<file path="src/rtl/vga_timing_gen.sv">
// rtl/vga_timing_gen.sv - VGA raster timing generator with optional clock-enable divider
// Every output is registered from the next-state x/y, so HS/VS/blank always match the x/y on the bus.
module vga_timing_gen #(
    parameter int unsigned H_ACTIVE = 640,
    parameter int unsigned H_FP     = 16,
    parameter int unsigned H_SYNC   = 96,
    parameter int unsigned H_BP     = 48,
    parameter int unsigned V_ACTIVE = 480,
    parameter int unsigned V_FP     = 10,
    parameter int unsigned V_SYNC   = 2,
    parameter int unsigned V_BP     = 33,
    parameter logic        HS_POL   = 1'b0,
    parameter logic        VS_POL   = 1'b0,
    parameter int unsigned CE_DIV   = 1
) (
    input  logic       CLK,
    input  logic       RST,
    output logic       HS,
    output logic       VS,
    output logic [9:0] x,
    output logic [9:0] y,
    output logic       blank,
    output logic       pix_ce,
    output logic       line_start,
    output logic       frame_start
);

    localparam int unsigned H_TOTAL = H_ACTIVE + H_FP + H_SYNC + H_BP;
    localparam int unsigned V_TOTAL = V_ACTIVE + V_FP + V_SYNC + V_BP;
    localparam int unsigned DIV_W   = (CE_DIV > 1) ? $clog2(CE_DIV) : 1;

    localparam logic [9:0] H_MAX    = 10'(H_TOTAL - 1);
    localparam logic [9:0] V_MAX    = 10'(V_TOTAL - 1);
    localparam logic [9:0] H_ACT    = 10'(H_ACTIVE);
    localparam logic [9:0] V_ACT    = 10'(V_ACTIVE);
    localparam logic [9:0] HS_START = 10'(H_ACTIVE + H_FP);
    localparam logic [9:0] HS_END   = 10'(H_ACTIVE + H_FP + H_SYNC);
    localparam logic [9:0] VS_START = 10'(V_ACTIVE + V_FP);
    localparam logic [9:0] VS_END   = 10'(V_ACTIVE + V_FP + V_SYNC);
    localparam logic [DIV_W-1:0] DIV_MAX = DIV_W'(CE_DIV - 1);

    logic [DIV_W-1:0] div_q, div_d;
    logic [9:0]       x_q, x_d;
    logic [9:0]       y_q, y_d;
    logic             hs_q, hs_d;
    logic             vs_q, vs_d;
    logic             blank_q, blank_d;
    logic             pix_ce_q, pix_ce_d;
    logic             line_start_q, line_start_d;
    logic             frame_start_q, frame_start_d;
    logic             adv;

    always_comb begin
        adv           = (div_q == DIV_MAX);
        div_d         = adv ? '0 : div_q + DIV_W'(1);
        x_d           = x_q;
        y_d           = y_q;
        line_start_d  = 1'b0;
        frame_start_d = 1'b0;
        if (adv) begin
            if (x_q == H_MAX) begin
                x_d          = '0;
                line_start_d = 1'b1;
                if (y_q == V_MAX) begin
                    y_d           = '0;
                    frame_start_d = 1'b1;
                end else begin
                    y_d = y_q + 10'd1;
                end
            end else begin
                x_d = x_q + 10'd1;
            end
        end
        // Decode from the next position so the registered flags line up with x/y.
        hs_d     = (x_d >= HS_START && x_d < HS_END) ? HS_POL : ~HS_POL;
        vs_d     = (y_d >= VS_START && y_d < VS_END) ? VS_POL : ~VS_POL;
        blank_d  = (x_d >= H_ACT) || (y_d >= V_ACT);
        pix_ce_d = adv;
    end

    always_ff @(posedge CLK or posedge RST) begin
        if (RST) begin
            div_q         <= '0;
            x_q           <= '0;
            y_q           <= '0;
            hs_q          <= ~HS_POL;
            vs_q          <= ~VS_POL;
            blank_q       <= 1'b0;
            pix_ce_q      <= 1'b0;
            line_start_q  <= 1'b0;
            frame_start_q <= 1'b0;
        end else begin
            div_q         <= div_d;
            x_q           <= x_d;
            y_q           <= y_d;
            hs_q          <= hs_d;
            vs_q          <= vs_d;
            blank_q       <= blank_d;
            pix_ce_q      <= pix_ce_d;
            line_start_q  <= line_start_d;
            frame_start_q <= frame_start_d;
        end
    end

    assign HS          = hs_q;
    assign VS          = vs_q;
    assign x           = x_q;
    assign y           = y_q;
    assign blank       = blank_q;
    assign pix_ce      = pix_ce_q;
    assign line_start  = line_start_q;
    assign frame_start = frame_start_q;

endmodule

</file>
<file path="config.mk">
export PLATFORM = sky130hd
export DESIGN_NAME = vga_timing_gen
export DESIGN_NICKNAME = d
export VERILOG_FILES = /design/src/rtl/vga_timing_gen.sv
export SDC_FILE = /design/constraint.sdc
export NUM_CORES = 1
export LEC_CHECK = 0
export BUFFER_PORTS_ARGS = -buffer_cell sky130_fd_sc_hd__clkbuf_2
export CAP_MARGIN = 10
export CORE_MARGIN = 8
export CORE_UTILIZATION = 45
export DETAILED_ROUTE_END_ITERATION = 8
export MAX_ROUTING_LAYER = met4
export PLACE_DENSITY_LB_ADDON = 0.3
export SLEW_MARGIN = 10
export SYNTH_ARGS = -nofsm -noshare
export SYNTH_HDL_FRONTEND = slang
export SYNTH_SLANG_ARGS = --single-unit
</file>
<file path="constraint.sdc">
create_clock -name CLK -period 3.1 [get_ports CLK]
set_input_delay 0.465 -clock CLK [delete_from_list [all_inputs] [get_ports CLK]]
set_output_delay 0.465 -clock CLK [all_outputs]
set_load 0.01 [all_outputs]
</file>
## Yosys cells after proc, flatten, opt, wreduce, memory -nomap -nowiden

Cells that the tools add are included.

- Flip-flop bits (word level): 27

- Add/subtract/negate cells: 3
- Magnitude comparators: 6
- Equal/unequal tests: 2
- Mux-type cells: 13
- Bitwise gates (word level): 1
- Reduce and logical (&&, ||, !) cells: 3

Operators by type and width:

| kind | number |
|---|---|
| $mux 10 | 5 |
| $add 10x1->10 const B | 2 |
| $eq 10x10->1 const B | 2 |
| $ge 10x10->1 const B | 2 |
| $ge 10x9->1 const B | 2 |
| $lt 10x10->1 const B | 1 |
| $lt 10x9->1 const B | 1 |
| $mux 1 | 8 |
| $logic_and 1x1->1 | 2 |
| $add 1x1->1 const B | 1 |
| $logic_or 1x1->1 | 1 |
| $not 1->1 | 1 |

## Depth between registers and ports, before layout

- Word-level depth: 7
- Depth in mapped cells: 8
- Gate-level depth less buffers: 7

## Least setup slack after synthesis

No wires, ideal clock.

- Path kind: register -> register
- Start point: register y_q[0] (netlist: y[0])
- End point: register vs_q (netlist: VS)
- Library setup time: 0.081 ns
- Arrival: 2.087 ns
- Setup slack: 0.932 ns
- Cell stages (with the launch flop): 8
- Period minus slack after synthesis: 2.168 ns
- Cells stage by stage: dfrtp_1 -> inv_1 -> ha_1 -> or4b_4 -> or4_4 -> a221oi_4 -> nor4_1 -> o2111ai_2

- Longest elaborated chain between the ends: 7
- Elaborated cells between the ends (all ways): 9
- Classes of those cells: 1 x add/sub; 2 x order compare; 1 x eq/ne; 4 x mux; 1 x reduce/logical

RTL lines:

| what | RTL line | text |
|---|---|---|
| start, declared | 44 | `logic [9:0] y_q, y_d;` |
| start signal, assigned | 95 | `y_q <= y_d;` |
| $add 10x1->10 / $eq 10x10->1 (equally long branches) | 68, 64 |  |
| $mux 10 | 64 | `if (y_q == V_MAX) begin` |
| $mux 10 | 61 | `if (x_q == H_MAX) begin` |
| $mux 10 (*) | 60 | `if (adv) begin` |
| $ge 10x9->1 / $lt 10x9->1 (equally long branches) | 76 | `vs_d = (y_d >= VS_START && y_d < VS_END) ? VS_POL : ~VS_POL;` |
| $logic_and 1x1->1 (*) | 76 |  |
| $mux 1 (*) | 76 |  |
| net vs_d | 46 | `logic vs_q, vs_d;` |
| end signal, assigned | 87 | `vs_q <= ~VS_POL;` |
| end signal, assigned | 97 | `vs_q <= vs_d;` |
| end, declared | 46 |  |

Mark *: on every way through the listed nets, which the timed path passes. The rest lies on a longest branch.

## Final worst setup path

- Start point: register x_q[0] (netlist: x[0])
- End point: register blank_q (netlist: blank)

- Longest elaborated chain between the ends: 5
- Elaborated cells between the ends (all ways): 9
- Classes of those cells: 1 x add/sub; 2 x order compare; 1 x eq/ne; 4 x mux; 1 x reduce/logical

RTL lines:

| what | RTL line | text |
|---|---|---|
| start, declared | 43 | `logic [9:0] x_q, x_d;` |
| start signal, assigned | 84 | `x_q <= '0;` |
| start signal, assigned | 94 | `x_q <= x_d;` |
| $add 10x1->10 / $eq 10x10->1 (equally long branches) | 71, 61 |  |
| $mux 10 | 61 |  |
| $mux 10 | 60 |  |
| $ge 10x10->1 / $ge 10x9->1 (equally long branches) | 77 | `blank_d = (x_d >= H_ACT) \|\| (y_d >= V_ACT);` |
| $logic_or 1x1->1 (*) | 77 |  |
| net blank_d | 47 | `logic blank_q, blank_d;` |
| end signal, assigned | 98 | `blank_q <= blank_d;` |
| end, declared | 47 |  |

Marks and branches as above.

==> flow_summary_export.csv <==
group,metric,value,unit
synth,ys_warn_count,0,
timing,setup_tns,0,ps
clocking,insertion_delay,320,ps
worst_hold_path,holdCritPathClass,"in2async",
grt,grt_pass1_vias,1125,
clocking,clock_path_buffers,2,
clocking,ctsResizeCount,0,
timing,fmax,0.405,GHz
timing,post-route-min-period,2470,ps
clocking,cts.sinks,26,
clocking,root_buffer,"clkbuf_4",
setup_path,critPathMaxFanout,10,
detailed_routing,ant_nets,0,
setup_path,reg2reg_slack,630,ps
detailed_routing,wl,3030,um
clocking,h-tree-depth,1,
clocking,clkTransAtPathRegs,140,ps
finish,multi_input_area,632,um2
setup_path,reg2reg_to,"blank",
setup_path,max_stage_delay,600,ps
synth,yosys.area_share.simple,24.9,%
grt,antenna_found_initial,0,
detailed_routing,drtPass1Iterations,4,
detailed_routing,vias,1086,
grt,grt_max_degree,27,
status,outcome,"complete, no violations",
setup_path,worstReg2RegStart,"x[0]",
setup_path,cp_data_required_time,3290,ps
setup_path,path_cells,"ha_1 > nand4_2 > or3_1 > inv_2 > o21ai_1 > a21oi_1 > o311ai_1",
synth,synth_top_family_by_area,"simple AND/OR/NAND/NOR gates",
synth,synth-seq-area-share,48.6,%
timing,maxSlewHeadroom,35.4,%
timing,rsz0062_at_grt,"false",
placed_design,dpl.hpwl,2310,um
finish,fillers,265,
clocking,cts.hold.buffers_added,0,
finish,area_delta_synth_final,16.4,%
synth,syn-num-nets,138,
finish,nNetsFinal,168,
grt,grt_overflow_total,0,
setup_path,arrival,2660,ps
finish,antenna_cells,0,
clocking,cts_tree,"built",
power,power_density,373,nW/um2
die,die_w,70.6,um
synth,synth.avg_cell_area,10.2,um2
clocking,numCtsBuffers,3,
detailed_routing,drc,0,
setup_path,r2r_cells,7,
run,drv_cap,0,
detailed_routing,drt_iter0_drc,49,
power,ir_worst_vdd,0.000209,V
die,rows,20,
setup_path,crit_type,"reg2reg",
timing,clock_skew,2.18,ps
setup_path,crit_path_end_kind,"flip-flop",
synth,ys_types,40,
synth,muxShareOfSynthArea,0.839,%
clocking,cts_setup_buffers,0,
placed_design,port_buffers,27,
synth,synthAdderAreaFrac,3.73,%
synth,synth_xor_area_share,7.18,%
detailed_routing,vias_per_cell,5.60,
timing,finalCritPeriodShare,79.7,%
placed_design,gp_congestion,0.893,
power,p_leak,0.742,nW
detailed_routing,drt-wirelength-per-cell,15.6,um
timing,slew_violations,0,
setup_path,worst_setup_path_start_kind,"flip-flop",
timing,worstMarginPinSlew,969,ps
finish,final-seq-area,653,um2
setup_path,slowest_stage,"or3_1",
synth,netlist_instances,132,
synth,synth_seq_cells,26,
finish,drive_gt1_share,25.5,%
finish,stdcell_area,1560,um2
die,io_pins,28,
die,die_h,70.6,um
placed_design,place_area,1510,um2
timing,fin_hold_ws,318,ps
die,die-area,4990,um2
timing,hold_violations,0,
die,coreArea,2950,um2
synth,synth-compound-area-share,10.2,%
grt,grt_use_total,13.2,%
die,start_util,45.5,%
grt,grt_pass1_wl,5310,um
timing,setup_viol,0,
synth,syn_area,1340,um2
## state kept, by name, summed over array words and instances (netlist names)
name / cells
x: 10
y: 10
HS: 1
VS: 1
blank: 1
frame_start: 1
line_start: 1
pix_ce: 1
## layer usage
metal	up-vias	GRT usage, %	part of all wire [%]	wire [um]
li1	525	-	-	-
met1	533	15.9	46	1390
met2	24	21.3	48	1450
met3	4	2.68	4.4	132
met4	0	5.08	1.4	43
met5	-	-	0	0
## through the flow
step | std cells | utilization [%] | setup WS [ps] | power (mW)
final | 194 | 52.9 | 630 | 0.583
after global routing | 194 | 52.9 | 456 | 0.605
after CTS | 194 | 52.9 | 642 | 0.590
after detailed placement | 190 | 51.1 | 695 | 0.355
after global placement | 190 | 51.1 | 758 | 0.355
after floorplan | 132 | - | 932 | 0.352
## cells in the mapped netlist
cell type | n | area, um2
and2_1 | 1 | 6.26
conb_1 | 1 | 3.75
nand4b_1 | 1 | 8.76
o21ai_0 | 2 | 10.0
a211oi_1 | 1 | 7.51
mux2_2 | 1 | 11.3
o311ai_1 | 1 | 8.76
o41ai_1 | 1 | 8.76
clkbuf_1 | 1 | 3.75
a21oi_1 | 2 | 10.0
inv_2 | 1 | 3.75
or3b_1 | 2 | 17.5
o21ai_1 | 4 | 20.0
nor4_1 | 6 | 37.5
nor3_1 | 3 | 15.0
ha_1 | 4 | 50.1
or4b_4 | 1 | 13.8
or4_1 | 1 | 7.51
nor3b_1 | 2 | 15.0
a31oi_1 | 1 | 6.26
nand4_1 | 3 | 18.8
nand2b_1 | 3 | 18.8
nand2_1 | 10 | 37.5
nand3b_1 | 1 | 7.51
dfrtp_1 | 24 | 601
buf_2 | 1 | 5.00
dfstp_2 | 2 | 52.6
nand3_1 | 8 | 40.0
or4_4 | 2 | 22.5
xor2_1 | 5 | 43.8
inv_1 | 12 | 45.0
or2_1 | 1 | 6.26
xnor2_1 | 6 | 52.6
a31o_1 | 1 | 8.76
or3_1 | 3 | 18.8
a221oi_4 | 1 | 26.3
nand4_2 | 1 | 12.5
o2111ai_2 | 1 | 15.0
o211ai_1 | 2 | 15.0
nor2_1 | 8 | 30.0
## power by group
group	switching (mW)	internal [mW]
Sequential	0.000154	0.340
Combinational	0.00710	0.000944
Clock	0.104	0.131
Total	0.111	0.472
## kinds of logic (layout without fill, tap and decap cells)
kind of cell | Yosys count | after routing
flops | 26 | 26
xor+xnor | 11 | 11
buf+inv | 15 | 44
fa+ha+maj | 4 | 4
compound gates | 17 | 17
mux | 1 | 1
simple gates | 57 | 57
other cells | 1 | 1
## worst max path at each step
stage | to | from | depth (start not counted) | slack, ps
6_report | blank | x[0] | 7 | 630
3_3_place_gp | VS | y[0] | 7 | 760
4_1_cts | blank | x[0] | 7 | 640
3_5_place_dp | blank | x[0] | 7 | 700
5_1_grt | blank | x[0] | 7 | 460
2_1_floorplan | VS | y[0] | 7 | 930
## layout make-up
class	instances	share of cell area, %
Sequential cell	26	41.8
Tap cell	33	2.64
Inverter	13	3.12
Multi-Input combinational cell	91	40.4
Clock inverter	1	1.92
Timing Repair Buffer	27	8.65
Clock buffer	3	1.44
## worst max-delay path: cells and delay by family, from the launching register on
family | cells | cell delay, ps
flip-flops | 1 | 460
adder cells (fa/ha/maj) | 1 | 250
AO/OA/AOI/OAI | 3 | 570
AND/OR/NAND/NOR | 2 | 830
buffers and inverters | 1 | 220
## cell usage in the layout, fill, tap and decap left out, types with 2 or more instances in the layout
master	instances
dfrtp_1	24
clkbuf_4	3
nor3_1	3
a21oi_1	2
dfstp_2	2
nor2_1	8
or3_1	3
nand4_1	3
nand2_1	10
nand3_1	8
or3b_1	2
clkbuf_2	27
or4_4	2
nor4_1	6
xor2_1	5
o211ai_1	2
xnor2_1	6
ha_1	4
nor3b_1	2
o21ai_0	2
o21ai_1	4
nand2b_1	3
inv_1	12
Note: power is estimated with default switching activity, not from simulation.
